## config.mk

```make
export PLATFORM = sky130hd
export DESIGN_NAME = uart_tx_fsm_serializer
export DESIGN_NICKNAME = d
export VERILOG_FILES = /design/src/rtl/uart_tx_pkg.sv /design/src/rtl/uart_tx_serializer.sv /design/src/rtl/uart_tx_fsm_serializer.sv
export SDC_FILE = /design/constraint.sdc
export NUM_CORES = 1
export LEC_CHECK = 0
export CORE_UTILIZATION = 42
export CTS_CLUSTER_DIAMETER = 120
export CTS_CLUSTER_SIZE = 8
export DETAILED_ROUTE_END_ITERATION = 12
export GPL_TIMING_DRIVEN = 0
export PLACE_DENSITY = 0.68
export SYNTH_ARGS = -nofsm -noshare
export SYNTH_HDL_FRONTEND = slang
export SYNTH_HIERARCHICAL = 1
export SYNTH_SLANG_ARGS = --single-unit
```

## constraint.sdc

```tcl
create_clock -name CLK -period 2.85 [get_ports CLK]
set_input_delay 0.57 -clock CLK [delete_from_list [all_inputs] [get_ports CLK]]
set_output_delay 0.57 -clock CLK [all_outputs]
set_load 0.01 [all_outputs]
```

## src/rtl/uart_tx_pkg.sv

```systemverilog
`default_nettype none
// ============================================================================
// Module   : uart_tx_pkg
// Purpose  : Shared UART TX state encoding and line-level bit constants.
//            STOP2 is present only when UART_TX_TWO_STOP_EN is defined.
// Revision : 1.0 - initial release
// ============================================================================
package uart_tx_pkg;

    localparam logic START_BIT = 1'b0;
    localparam logic STOP_BIT  = 1'b1;

`ifdef UART_TX_TWO_STOP_EN
    typedef enum logic [2:0] {
        IDLE   = 3'd0,
        START  = 3'd1,
        DATA   = 3'd2,
        PARITY = 3'd3,
        STOP   = 3'd4,
        STOP2  = 3'd5
    } tx_state_t;
`else
    typedef enum logic [2:0] {
        IDLE   = 3'd0,
        START  = 3'd1,
        DATA   = 3'd2,
        PARITY = 3'd3,
        STOP   = 3'd4
    } tx_state_t;
`endif

endpackage : uart_tx_pkg
`default_nettype wire

```

## src/rtl/uart_tx_serializer.sv

```systemverilog
`default_nettype none
// ============================================================================
// Module   : uart_tx_serializer
// Purpose  : Payload store register and LSB-first bit selection for UART TX.
// Revision : 1.0 - initial release
// ============================================================================
module uart_tx_serializer
    import uart_tx_pkg::*;
#(
    parameter int DATA_WIDTH = 8
) (
    input  logic                  CLK,
    input  logic                  RST,
    input  logic                  load,
    input  logic                  shift_en,
    input  logic [DATA_WIDTH-1:0] din,
    output logic [DATA_WIDTH-1:0] store,
    output logic                  next_bit,
    output logic                  last
);

    localparam int CNT_W = (DATA_WIDTH > 1) ? $clog2(DATA_WIDTH) : 1;
    localparam logic [CNT_W-1:0] LAST_IDX = CNT_W'(DATA_WIDTH - 1);

    logic [CNT_W-1:0] bit_cnt;
    logic [CNT_W-1:0] cnt_inc;
    logic [CNT_W-1:0] peek_idx;

    assign last     = (bit_cnt == LAST_IDX);
    assign cnt_inc  = last ? '0 : bit_cnt + 1'b1;
    // The output register captures the bit that will be on the line next cycle.
    assign peek_idx = shift_en ? cnt_inc : bit_cnt;
    assign next_bit = store[peek_idx];

    always_ff @(posedge CLK) begin
        if (RST) begin
            store   <= '0;
            bit_cnt <= '0;
        end else if (load) begin
            store   <= din;
            bit_cnt <= '0;
        end else if (shift_en) begin
            bit_cnt <= cnt_inc;
        end
    end

endmodule : uart_tx_serializer
`default_nettype wire

```

## src/rtl/uart_tx_fsm_serializer.sv

```systemverilog
`default_nettype none
// ============================================================================
// Module   : uart_tx_fsm_serializer
// Purpose  : UART transmit FSM, one bit per CLK, optional parity bit.
//            Define UART_TX_TWO_STOP_EN for a second stop bit (STOP2).
// Revision : 1.0 - initial release
// ============================================================================
module uart_tx_fsm_serializer
    import uart_tx_pkg::*;
#(
    parameter int DATA_WIDTH = 8
) (
    input  logic                  CLK,
    input  logic                  RST,
    input  logic [DATA_WIDTH-1:0] P_DATA,
    input  logic                  Data_Valid,
    input  logic                  PAR_EN,
    input  logic                  par_bit,
    output logic [DATA_WIDTH-1:0] store,
    output logic                  busy,
    output logic                  TX_OUT
);

    tx_state_t state;
    logic      par_en_q;
    logic      par_q;
    logic      load;
    logic      shift_en;
    logic      ser_bit;
    logic      ser_last;

    assign load     = (state == IDLE) && Data_Valid;
    assign shift_en = (state == DATA);

    uart_tx_serializer #(
        .DATA_WIDTH (DATA_WIDTH)
    ) u_serializer (
        .CLK      (CLK),
        .RST      (RST),
        .load     (load),
        .shift_en (shift_en),
        .din      (P_DATA),
        .store    (store),
        .next_bit (ser_bit),
        .last     (ser_last)
    );

    // Outputs are registered from the next state, so TX_OUT/busy align with state.
    always_ff @(posedge CLK) begin
        if (RST) begin
            state    <= IDLE;
            TX_OUT   <= STOP_BIT;
            busy     <= 1'b0;
            par_en_q <= 1'b0;
            par_q    <= 1'b0;
        end else begin
            case (state)
                IDLE: begin
                    if (Data_Valid) begin
                        state    <= START;
                        TX_OUT   <= START_BIT;
                        busy     <= 1'b1;
                        par_en_q <= PAR_EN;
                    end
                end
                START: begin
                    par_q  <= par_bit;
                    state  <= DATA;
                    TX_OUT <= ser_bit;
                end
                DATA: begin
                    if (!ser_last) begin
                        TX_OUT <= ser_bit;
                    end else if (par_en_q) begin
                        state  <= PARITY;
                        TX_OUT <= par_q;
                    end else begin
                        state  <= STOP;
                        TX_OUT <= STOP_BIT;
                    end
                end
                PARITY: begin
                    state  <= STOP;
                    TX_OUT <= STOP_BIT;
                end
`ifdef UART_TX_TWO_STOP_EN
                STOP: begin
                    state  <= STOP2;
                    TX_OUT <= STOP_BIT;
                end
                STOP2: begin
                    state  <= IDLE;
                    TX_OUT <= STOP_BIT;
                    busy   <= 1'b0;
                end
`else
                STOP: begin
                    state  <= IDLE;
                    TX_OUT <= STOP_BIT;
                    busy   <= 1'b0;
                end
`endif
                default: begin
                    state  <= IDLE;
                    TX_OUT <= STOP_BIT;
                    busy   <= 1'b0;
                end
            endcase
        end
    end

endmodule : uart_tx_fsm_serializer
`default_nettype wire

```

==> results_dict.tcl <==
set metrics [dict create \
    crit_type "reg -> reg" \
    cts.clk_slew.worst_paths_ns 0.10 \
    ys_async_sr_fraction_pct 0 \
    worstSetupStartpoint "state[1]" \
    synth_cell_types 30 \
    powerDensity_nw_per_um2 450 \
    antenna_found_initial 0 \
    ir_drop_v 0.000304 \
    synthTopCellsByCount "18 x dfxtp_1, 13 x nor2_1, 12 x mux2i_1" \
    cts-buffers-inserted 3 \
    cts_tree "yes" \
    finalSetupViolations 0 \
    critPathRequiredTime_ns 3.02 \
    crit_path_max_fanout 7 \
    min_from "par_q" \
    synth_ff_type "dfxtp_1" \
    htree_levels 1 \
    grt_max_degree 11 \
    ctsResizeCount 0 \
    rsz0062_at_grt "false" \
    relSlewSlack_pct 57.7 \
    drtPass1Iterations 8 \
    clock_skew_ns 0.00104 \
    synth_top_area_share_pct 41.3 \
    start_util_pct 44.5 \
    clk_latency_ns 0.28 \
    die_area_um2 2260 \
    synth_warnings 6 \
    rows 16 \
    drv_slew 0 \
    diodes 0 \
    overflow 0 \
    syn_area_um2 872 \
    violations "DRC" \
    final_cells 141 \
    syn-instance-count 89 \
    synth_seq_area_share_pct 41.3 \
    min_period_ns 2.66 \
    root_buffer "clkbuf_4" \
    post-route-drc-count 1 \
    synth_top_area_cell "dfxtp_1" \
    synth.area.top_cells "dfxtp_1 41%, mux2i_1 14%, nor2_1 5.6%" \
    fin_crit_sh_pct 93.4 \
    cts_max_path_buffers 2 \
    drtIter0Drc 9 \
    detail_route.wl_per_cell_um 11.8 \
    hold_viol 0 \
    final_nets 131 \
    ys_seq_elements 18 \
    layout-drive-gt1-share_pct 10.5 \
    post_cts_buffers 0 \
    outcome "complete, but fails checks" \
    avgSynthCellArea_um2 9.80 \
    leakagePower_uw 0.000459 \
    vias 713 \
    syn_to_final_growth_pct 32.1 \
    grt_usage_pct 16.1 \
    io_buffers 22 \
    ant_nets 0 \
    yosysMostFrequentCell "dfxtp_1" \
    place.gp.congestion 0.723 \
    grt_pass1_vias 605 \
    finalSetupTns_ns 0 \
    hold_path_class "reg -> reg" \
    rr_startpoint "state[1]" \
    hold_buffers 0 \
    grt_pass1_wl_mm 2.57 \
    synth_nets 104 \
    coreArea_um2 1960 \
    drv_cap 0 \
    worst_pin_slew_ns 0.635 \
    hpwl_mm 1.26 \
    synth-edff-count 0 \
    clock-sinks 18 \
    wl_mm 1.67 \
    die_w_um 47.6 \
    cp_data_arrival_time_ns 2.83 \
    die_y_um 47.6 \
    dp.cells 138 \
    cp-start-kind "register" \
    fmax_ghz 0.376 \
    boundaryPins 23 \
    via_per_inst 5.06 \
    hold_ws_ns 0.509 \
    worstSetupEndpointType "register" \
]
[power breakdown]
group	total [µW]	switching [µW]	internal (µW)
Clock	122	73.0	49.0
Sequential	281	12.8	268
Combinational	116	46.0	69.6
Total	518	132	387
[kinds of logic (layout without fill, tap and decap cells)]
family	count (synthesis)	count (layout)	share of synthesized area, %
simple gates	33	33	22.2
flops	18	18	41.3
compound gates	14	14	11.6
mux	13	13	16.8
buf+inv	9	34	5.16
fa+ha+maj	2	2	2.87
[metrics by stage]
| stage | instance area [µm²] | power [µW] | utilization [%] | setup slack, ns |
|---|---|---|---|---|
| 6_report | 1150 | 518 | 58.7 | 0.189 |
| 5_1_grt | 1150 | 545 | 58.7 | 0.0116 |
| 4_1_cts | 1150 | 525 | 58.5 | 0.147 |
| 3_5_place_dp | 1130 | 402 | 57.4 | 0.164 |
| 3_3_place_gp | 1130 | 400 | 57.4 | 0.179 |
| 2_1_floorplan | 872 | 351 | - | 0.377 |
[sequential cells by signal, summed over array words and instances, names as in the netlist]
register and count:
u_serializer/store 8, state 3, u_serializer/bit_cnt 3, par_en_q 1, busy 1, TX_OUT 1
par_q 1
[per-layer routing]
metal / vias to the layer above / part of all wire [%] / GRT usage [%]
met5: - / 0 / 0
met4: 0 / 0.54 / 6.67
met3: 2 / 3.1 / 2.26
met2: 10 / 46 / 24.4
met1: 333 / 51 / 23.0
li1: 368 / - / -
[final cells by class]
cell class              count  area [µm²]
plain buffers               4        26.3
clock buffers               3        22.5
fillers                   192         810
inverters                   5        18.8
multi-input cells          62         470
flip-flops and latches     18         360
well taps                  27        33.8
repair buffers             22         220
[critical path, stage by stage, from the launching register on]
cell       delay [ns]
dfxtp_1          0.49
nand2b_1         0.12
nor2_1           0.10
buf_4            0.15
mux2i_2          0.30
mux4_1           0.59
a211o_1          0.33
a2111oi_1        0.39
a21oi_1          0.08
[layout by cell type, fill, tap and decap left out]
| cell type | synthesis | final |
|---|---|---|
| nand3_1 | 1 | 1 |
| o31ai_1 | 1 | 1 |
| o21ai_0 | 1 | 1 |
| dfxtp_1 | 18 | 18 |
| mux2i_2 | 0 | 1 |
| nor3b_1 | 2 | 2 |
| o221a_2 | 1 | 1 |
| mux4_1 | 1 | 1 |
| nor2_1 | 13 | 13 |
| nand3b_1 | 2 | 2 |
| o32a_1 | 1 | 1 |
| ha_1 | 2 | 2 |
| nor3_1 | 5 | 5 |
| mux2i_1 | 12 | 11 |
| and3_1 | 1 | 1 |
| nor2b_1 | 1 | 1 |
| buf_4 | 1 | 1 |
| a211o_1 | 2 | 2 |
| or3b_4 | 1 | 1 |
| nor4b_4 | 1 | 1 |
| inv_1 | 5 | 5 |
| clkbuf_1 | 1 | 1 |
| clkbuf_4 | 0 | 3 |
| a21bo_2 | 1 | 1 |
| a2111oi_1 | 1 | 1 |
| a21oi_1 | 6 | 6 |
| buf_6 | 1 | 1 |
| or2_4 | 1 | 1 |
| and2_4 | 1 | 1 |
| buf_1 | 1 | 1 |
| nand2_1 | 2 | 2 |
| nand2b_1 | 2 | 2 |
| clkdlybuf4s50_1 | 0 | 22 |
[worst paths after layout]
kind	endpoint	slack (ns)	cells past startpoint
setup / recovery	TX_OUT	0.19	8
hold / removal	par_q	0.51	2
setup reg to reg	TX_OUT	0.19	8
hold reg to reg	par_q	0.51	2
No activity file was read; power rests on OpenSTA's default activity.
==> patch 1 (config.mk and constraints unchanged) <==
`DATA_WIDTH` is set to 8 in 2 places; all go to 4.
--- a/src/rtl/uart_tx_serializer.sv
+++ b/src/rtl/uart_tx_serializer.sv
@@ -8,5 +8,5 @@
     import uart_tx_pkg::*;
 #(
-    parameter int DATA_WIDTH = 8
+    parameter int DATA_WIDTH = 4
 ) (
     input  logic                  CLK,
--- a/src/rtl/uart_tx_fsm_serializer.sv
+++ b/src/rtl/uart_tx_fsm_serializer.sv
@@ -9,5 +9,5 @@
     import uart_tx_pkg::*;
 #(
-    parameter int DATA_WIDTH = 8
+    parameter int DATA_WIDTH = 4
 ) (
     input  logic                  CLK,
Interface: changed (resized P_DATA and store); port bits go from 23 to 15. The function was not compared with the original's and may differ.
==> patch 1 against the original RTL <==
- sequential cell count fell by 5
- area after synthesis fell by 34%
- largest power group unchanged
- sequential power fell by 28%
- wire length fell by 36%
- final area fell by 34%
- worst setup slack improved by 0.39 ns
- non-clock buffer count fell by 10
- total power fell by 24%
- highest routed layer unchanged
==> patch 1: results (changes against the original RTL) <==
Hold path start = par_q
Yosys synthesis warning count = 6 (unchanged)
Register clock-pin slew on the reported worst setup and hold paths = 0.08 ns (-0.02 ns)
Final antenna diode count = 0 (unchanged)
Initial antenna violation count = 0 (unchanged)
Post-CTS Repair Setup Buffers = 0 (unchanged)
Max IR drop VDD = 0.0002777 V (-8.8%)
Routed wirelength normalized by instance count = 11.66 um (-1.6%)
Cell count of the worst reg-to-reg path = 7 (-1)
Cell Int Power = 294.0 uW (-24%)
Hold Path Cell Cnt = 2 (unchanged)
Wire length of the first global-routing pass = 1.711 mm (-33%)
Maximum net fanout on the critical path = 9 (+2)
Relative slew slack = 75.71% (+18 points)
Top flop regs = u_serializer/store: 4 flops, state: 3 flops, u_serializer/bit_cnt: 2 flops
Leakage power of the design = 0.0002935 uW (-36%)
Via count of the first global-routing pass = 435 (-28%)
Commonest cells post-synth = sky130_fd_sc_hd__dfxtp_1 (13), sky130_fd_sc_hd__nor2_1 (10), sky130_fd_sc_hd__mux2i_1 (8)
Number of cells upsized or downsized after cts = 0 (unchanged)
Slowest cell on crit path = sky130_fd_sc_hd__mux4_2
Final setup skew = 0.0004697 ns (-0.0005700 ns)
RePlAce Congestion = 0.6948 (-3.8%)
Routed via count divided by cell count = 5.165 (+2.1%)
Number of port buffers = 14 (-36%)
Largest delay share family, worst path = multiplexers
Net count of the mapped netlist = 68 (-35%)
Max stage delay on crit path = 0.57 ns (-0.02 ns)
Length of the first detailed-routing pass in iterations = 3 (-5)
Async SR Flop Fraction = 0% (unchanged)
Synth cell types = 20 (-33%)
Max Buffers Root-to-Sink = 2 (unchanged)
Final slew viol count = 0 (unchanged)
Number of nets at the end of the flow = 87 (-34%)
RR Endpoint = TX_OUT
1st-iter DRT viols = 8 (-1)
Global-route total usage across every layer = 17.51% (+1.4 points)
Area contributors post-synth = sky130_fd_sc_hd__dfxtp_1 (45%), sky130_fd_sc_hd__mux2i_1 (14%), sky130_fd_sc_hd__nor2_1 (6.5%)
Share of post-route cells with drive strength above 1 = 9.211% (-1.3 points)
DP Wirelength = 779.4 um (-38%)
Worst reg-to-reg setup slack = 0.58 ns (+0.39 ns)
Status = completed
Share of the yosys chip area belonging to registers = 44.92% (+3.6 points)
Worst flop-to-flop path startpoint = state[0]
patch 1: cell types whose count changed in the layout (fill, tap and decap cells not counted), moves of 2 or more:
cell                              before  now
sky130_fd_sc_hd__clkdlybuf4s50_1      22   14
sky130_fd_sc_hd__mux2i_1              11    8
sky130_fd_sc_hd__inv_1                 5    3
sky130_fd_sc_hd__nor2_1               13   10
sky130_fd_sc_hd__dfxtp_1              18   13
patch 1: layer usage:
metal	routed length [um]	GRT usage [%]
met3	52	5.202
met2	520	30.00
met1	476	18.60
met4	12	10.34
met5	0	0
patch 1: layout make-up:
| class | count | area [um^2] |
|---|---|---|
| plain buffers | 2 | 15.01 |
| clock buffers | 4 | 26.28 |
| fillers | 123 | 520.5 |
| inverters | 3 | 11.26 |
| multi-input cells | 40 | 292.8 |
| flip-flops and latches | 13 | 260.3 |
| well taps | 15 | 18.77 |
| repair buffers | 14 | 140.1 |
patch 1: worst max path at each step:
stage          slack (ns)  cells past startpoint  endpoint  startpoint
6_report             0.58                      7    TX_OUT    state[0]
5_1_grt              0.43                      7    TX_OUT    state[0]
4_1_cts              0.53                      7    TX_OUT    state[0]
3_5_place_dp         0.56                      7    TX_OUT    state[0]
3_3_place_gp         0.61                      7    TX_OUT    state[0]
2_1_floorplan        0.74                      7    TX_OUT    state[0]
patch 1: logic make-up after synthesis:
kind of cell | after synthesis | share of synthesized area, %
compound gates | 8 | 8.422
fa+ha+maj | 1 | 2.159
buf+inv | 5 | 4.535
flops | 13 | 44.92
mux | 9 | 17.71
simple gates | 22 | 22.25
patch 1: tightest hold or removal path, delay by kind of cell (launching register included):
family / cells / cell delay [ns]
flops: 1 / 0.32
mux: 1 / 0.06
simple gates: 1 / 0.07
patch 1: metrics by stage:
| stage | instances | instance area, um^2 | utilization [%] | setup slack (ns) | hold slack, ns |
|---|---|---|---|---|---|
| after floorplan | 58 | 579.3 | - | 0.7423 | 0.4509 |
| after global placement | 87 | 738.2 | 57.45 | 0.6051 | 0.4630 |
| after detailed placement | 87 | 738.2 | 57.45 | 0.5616 | 0.4708 |
| after CTS | 91 | 764.5 | 59.49 | 0.5312 | 0.4905 |
| after global routing | 91 | 764.5 | 59.49 | 0.4276 | 0.5568 |
| final | 91 | 764.5 | 59.49 | 0.5826 | 0.4830 |
patch 1: power by group through the flow:
stage | Clock, uW | Sequential [uW] | Combinational (uW)
final | 114 | 203 | 76.9
after global routing | 126 | 205 | 84.2
after CTS | 118 | 203 | 77.9
after detailed placement | 0 | 207 | 77.4
after global placement | 0 | 207 | 76.6
after floorplan | 0 | 209 | 41.1
==> patch 2 (config.mk and constraints unchanged) <==
Without the edit above. Reset style: asynchronous (`RST`), changed in 2 clocked blocks.
--- a/src/rtl/uart_tx_serializer.sv
+++ b/src/rtl/uart_tx_serializer.sv
@@ -33,5 +33,5 @@
     assign next_bit = store[peek_idx];
 
-    always_ff @(posedge CLK) begin
+    always_ff @(posedge CLK or posedge RST) begin
         if (RST) begin
             store   <= '0;
--- a/src/rtl/uart_tx_fsm_serializer.sv
+++ b/src/rtl/uart_tx_fsm_serializer.sv
@@ -47,5 +47,5 @@
 
     // Outputs are registered from the next state, so TX_OUT/busy align with state.
-    always_ff @(posedge CLK) begin
+    always_ff @(posedge CLK or posedge RST) begin
         if (RST) begin
             state    <= IDLE;
Behaviour: differs if RST is asserted again (counterexample within 4 cycles, from zero or initial values and one cycle with RST high); with RST held inactive, the same outputs for 10 cycles.
==> patch 2 against the original RTL <==
- via count down 0.56%
- sequential share of layout area up 5.9 points
- final area is 5.4% higher
- wire length is 11% higher
- area after synthesis rose by 6.0%
- worst setup slack gained 0.22 ns
- sequential cell count unchanged
- first-iteration DRC count grew 78%
Power is not compared: it rests on default switching activity, and its combinational part moved more than twofold at a synthesized area within 25%.
==> patch 2: results (changes against the original RTL) <==
Status = completed
DP Wirelength = 1.393 mm (+10%)
Length of the first detailed-routing pass in iterations = 4 (-4)
Hold crit path type = register to register
Dpl cell area = 1179 um^2 (+4.7%)
Final antenna diode count = 0 (unchanged)
Global-route met1 utilization = 24.25% (+1.2 points)
Number of nets at the end of the flow = 122 (-6.9%)
Number of vias in the routed layout = 709 (-0.56%)
Commonest cells post-synth = sky130_fd_sc_hd__dfrtp_1 (17), sky130_fd_sc_hd__mux2_2 (9), sky130_fd_sc_hd__nor2_1 (8)
Largest delay share family, worst path = simple AND/OR/NAND/NOR gates
Met3 track utilization from global routing = 4.050% (+1.8 points)
Number of instances in the synthesized netlist = 80 (-10%)
Max Buffers Root-to-Sink = 2 (unchanged)
Register clock-pin slew on the reported worst setup and hold paths = 0.10 ns (about the same)
Wire length of the first global-routing pass = 3.256 mm (+27%)
Share of the yosys chip area belonging to registers = 48.85% (+7.5 points)
Routed wirelength normalized by instance count = 13.91 um (+17%)
Synth top area share = 46.01% (+4.7 points)
Largest net degree at the start of global routing = 12 (+1)
Async SR Flop Fraction = 100.0% (+100 points)
RePlAce Congestion = 0.7806 (+8.0%)
CTS buffer count = 3 (unchanged)
Maximum net fanout on the critical path = 8 (+1)
Global-route total usage across every layer = 17.82% (+1.7 points)
Met2 GRT Util = 27.31% (+2.9 points)
Final setup skew = 0.001189 ns (+0.0001494 ns)
Clock Root Buffer = sky130_fd_sc_hd__clkbuf_4
Slowest cell on crit path = sky130_fd_sc_hd__a2111oi_0
Net count of the mapped netlist = 95 (-8.7%)
Total routed wirelength = 1.850 mm (+11%)
Number of port buffers = 22 (unchanged)
Area contributors post-synth = sky130_fd_sc_hd__dfrtp_1 (46%), sky130_fd_sc_hd__mux2_2 (11%), sky130_fd_sc_hd__nor2_1 (3.2%)
Synth cell types = 32 (+6.7%)
Leakage power of the design = 0.0005265 uW
Max stage delay on crit path = 0.43 ns (-0.16 ns)
1st-iter DRT viols = 16 (+7)
Placed instance count = 129 (-6.5%)
Overall overflow remaining after global route = 0 (unchanged)
Share of post-route cells with drive strength above 1 = 22.64% (+12 points)
Relative slew slack = 69.26% (+12 points)
-- patch 2: cell count changes in the layout (fill, tap and decap cells not counted), sizes merged, moves of 3 or more --
cell and change:
dfrtp +17, nor2 -5, mux2i -10, o21ai +3, dfxtp -18, mux2 +10
-- patch 2: area by class of cell --
cell class / instances / area (um^2)
plain buffers: 4 / 31.28
clock buffers: 4 / 36.28
fillers: 175 / 807.0
inverters: 5 / 18.77
multi-input cells: 53 / 422.9
flip-flops and latches: 18 / 451.7
well taps: 27 / 33.78
repair buffers: 22 / 220.2
-- patch 2: final timing paths --
path                          start               endpoint  slack, ns  depth (start not counted)
max in group asynchronous       RST  u_serializer/store[6]       1.94                          2
hold / removal                 busy                   busy       0.50                          2
setup / recovery           state[2]                 TX_OUT       0.41                          9
hold reg to reg                busy                   busy       0.50                          2
setup reg to reg           state[2]                 TX_OUT       0.41                          9
min in group asynchronous       RST                  par_q       0.53                          2
-- patch 2: through the flow --
| stage | util, % | power, uW | setup slack, ns |
|---|---|---|---|
| 3_3_place_gp | 58.29 | 1148 | 0.5047 |
| 6_report | 60.09 | 1321 | 0.4113 |
| 3_5_place_dp | 58.29 | 1169 | 0.4503 |
| 2_1_floorplan | - | 912.3 | 0.7502 |
| 4_1_cts | 60.09 | 1333 | 0.4293 |
| 5_1_grt | 60.09 | 1422 | 0.2678 |
-- patch 2: logic make-up after synthesis --
group                      count (synthesis)  share of synthesized area [%]
and+or+nand+nor                           22                          15.29
DFF                                       18                          48.85
AOI/OAI and AO/OA                         17                          12.99
muxes                                     12                          14.75
buffers and inverters                      9                          5.411
adders and majority gates                  2                          2.706
-- patch 2: layer usage --
layer  wire, um  vias to the layer above  share of wire [%]
li1           -                      342                  -
met1        877                      343                 47
met3         97                        2                5.2
met4         14                        0               0.76
met5          0                        -                  0
met2        859                       22                 46
-- patch 2: power breakdown --
part | internal (uW) | leakage, uW | switching, uW
clock | 77.8 | 0.0000210 | 78.6
combinational | 382 | 0.000288 | 304
sequential | 380 | 0.000218 | 99.0
total | 840 | 0.000527 | 481
-- patch 2: worst register-to-register path: cells and delay by family, from the launching register on --
kind / cells / cell delay, ns
compound gates: 3 / 0.71
buf+inv: 2 / 0.38
flops: 1 / 0.37
simple gates: 4 / 0.91
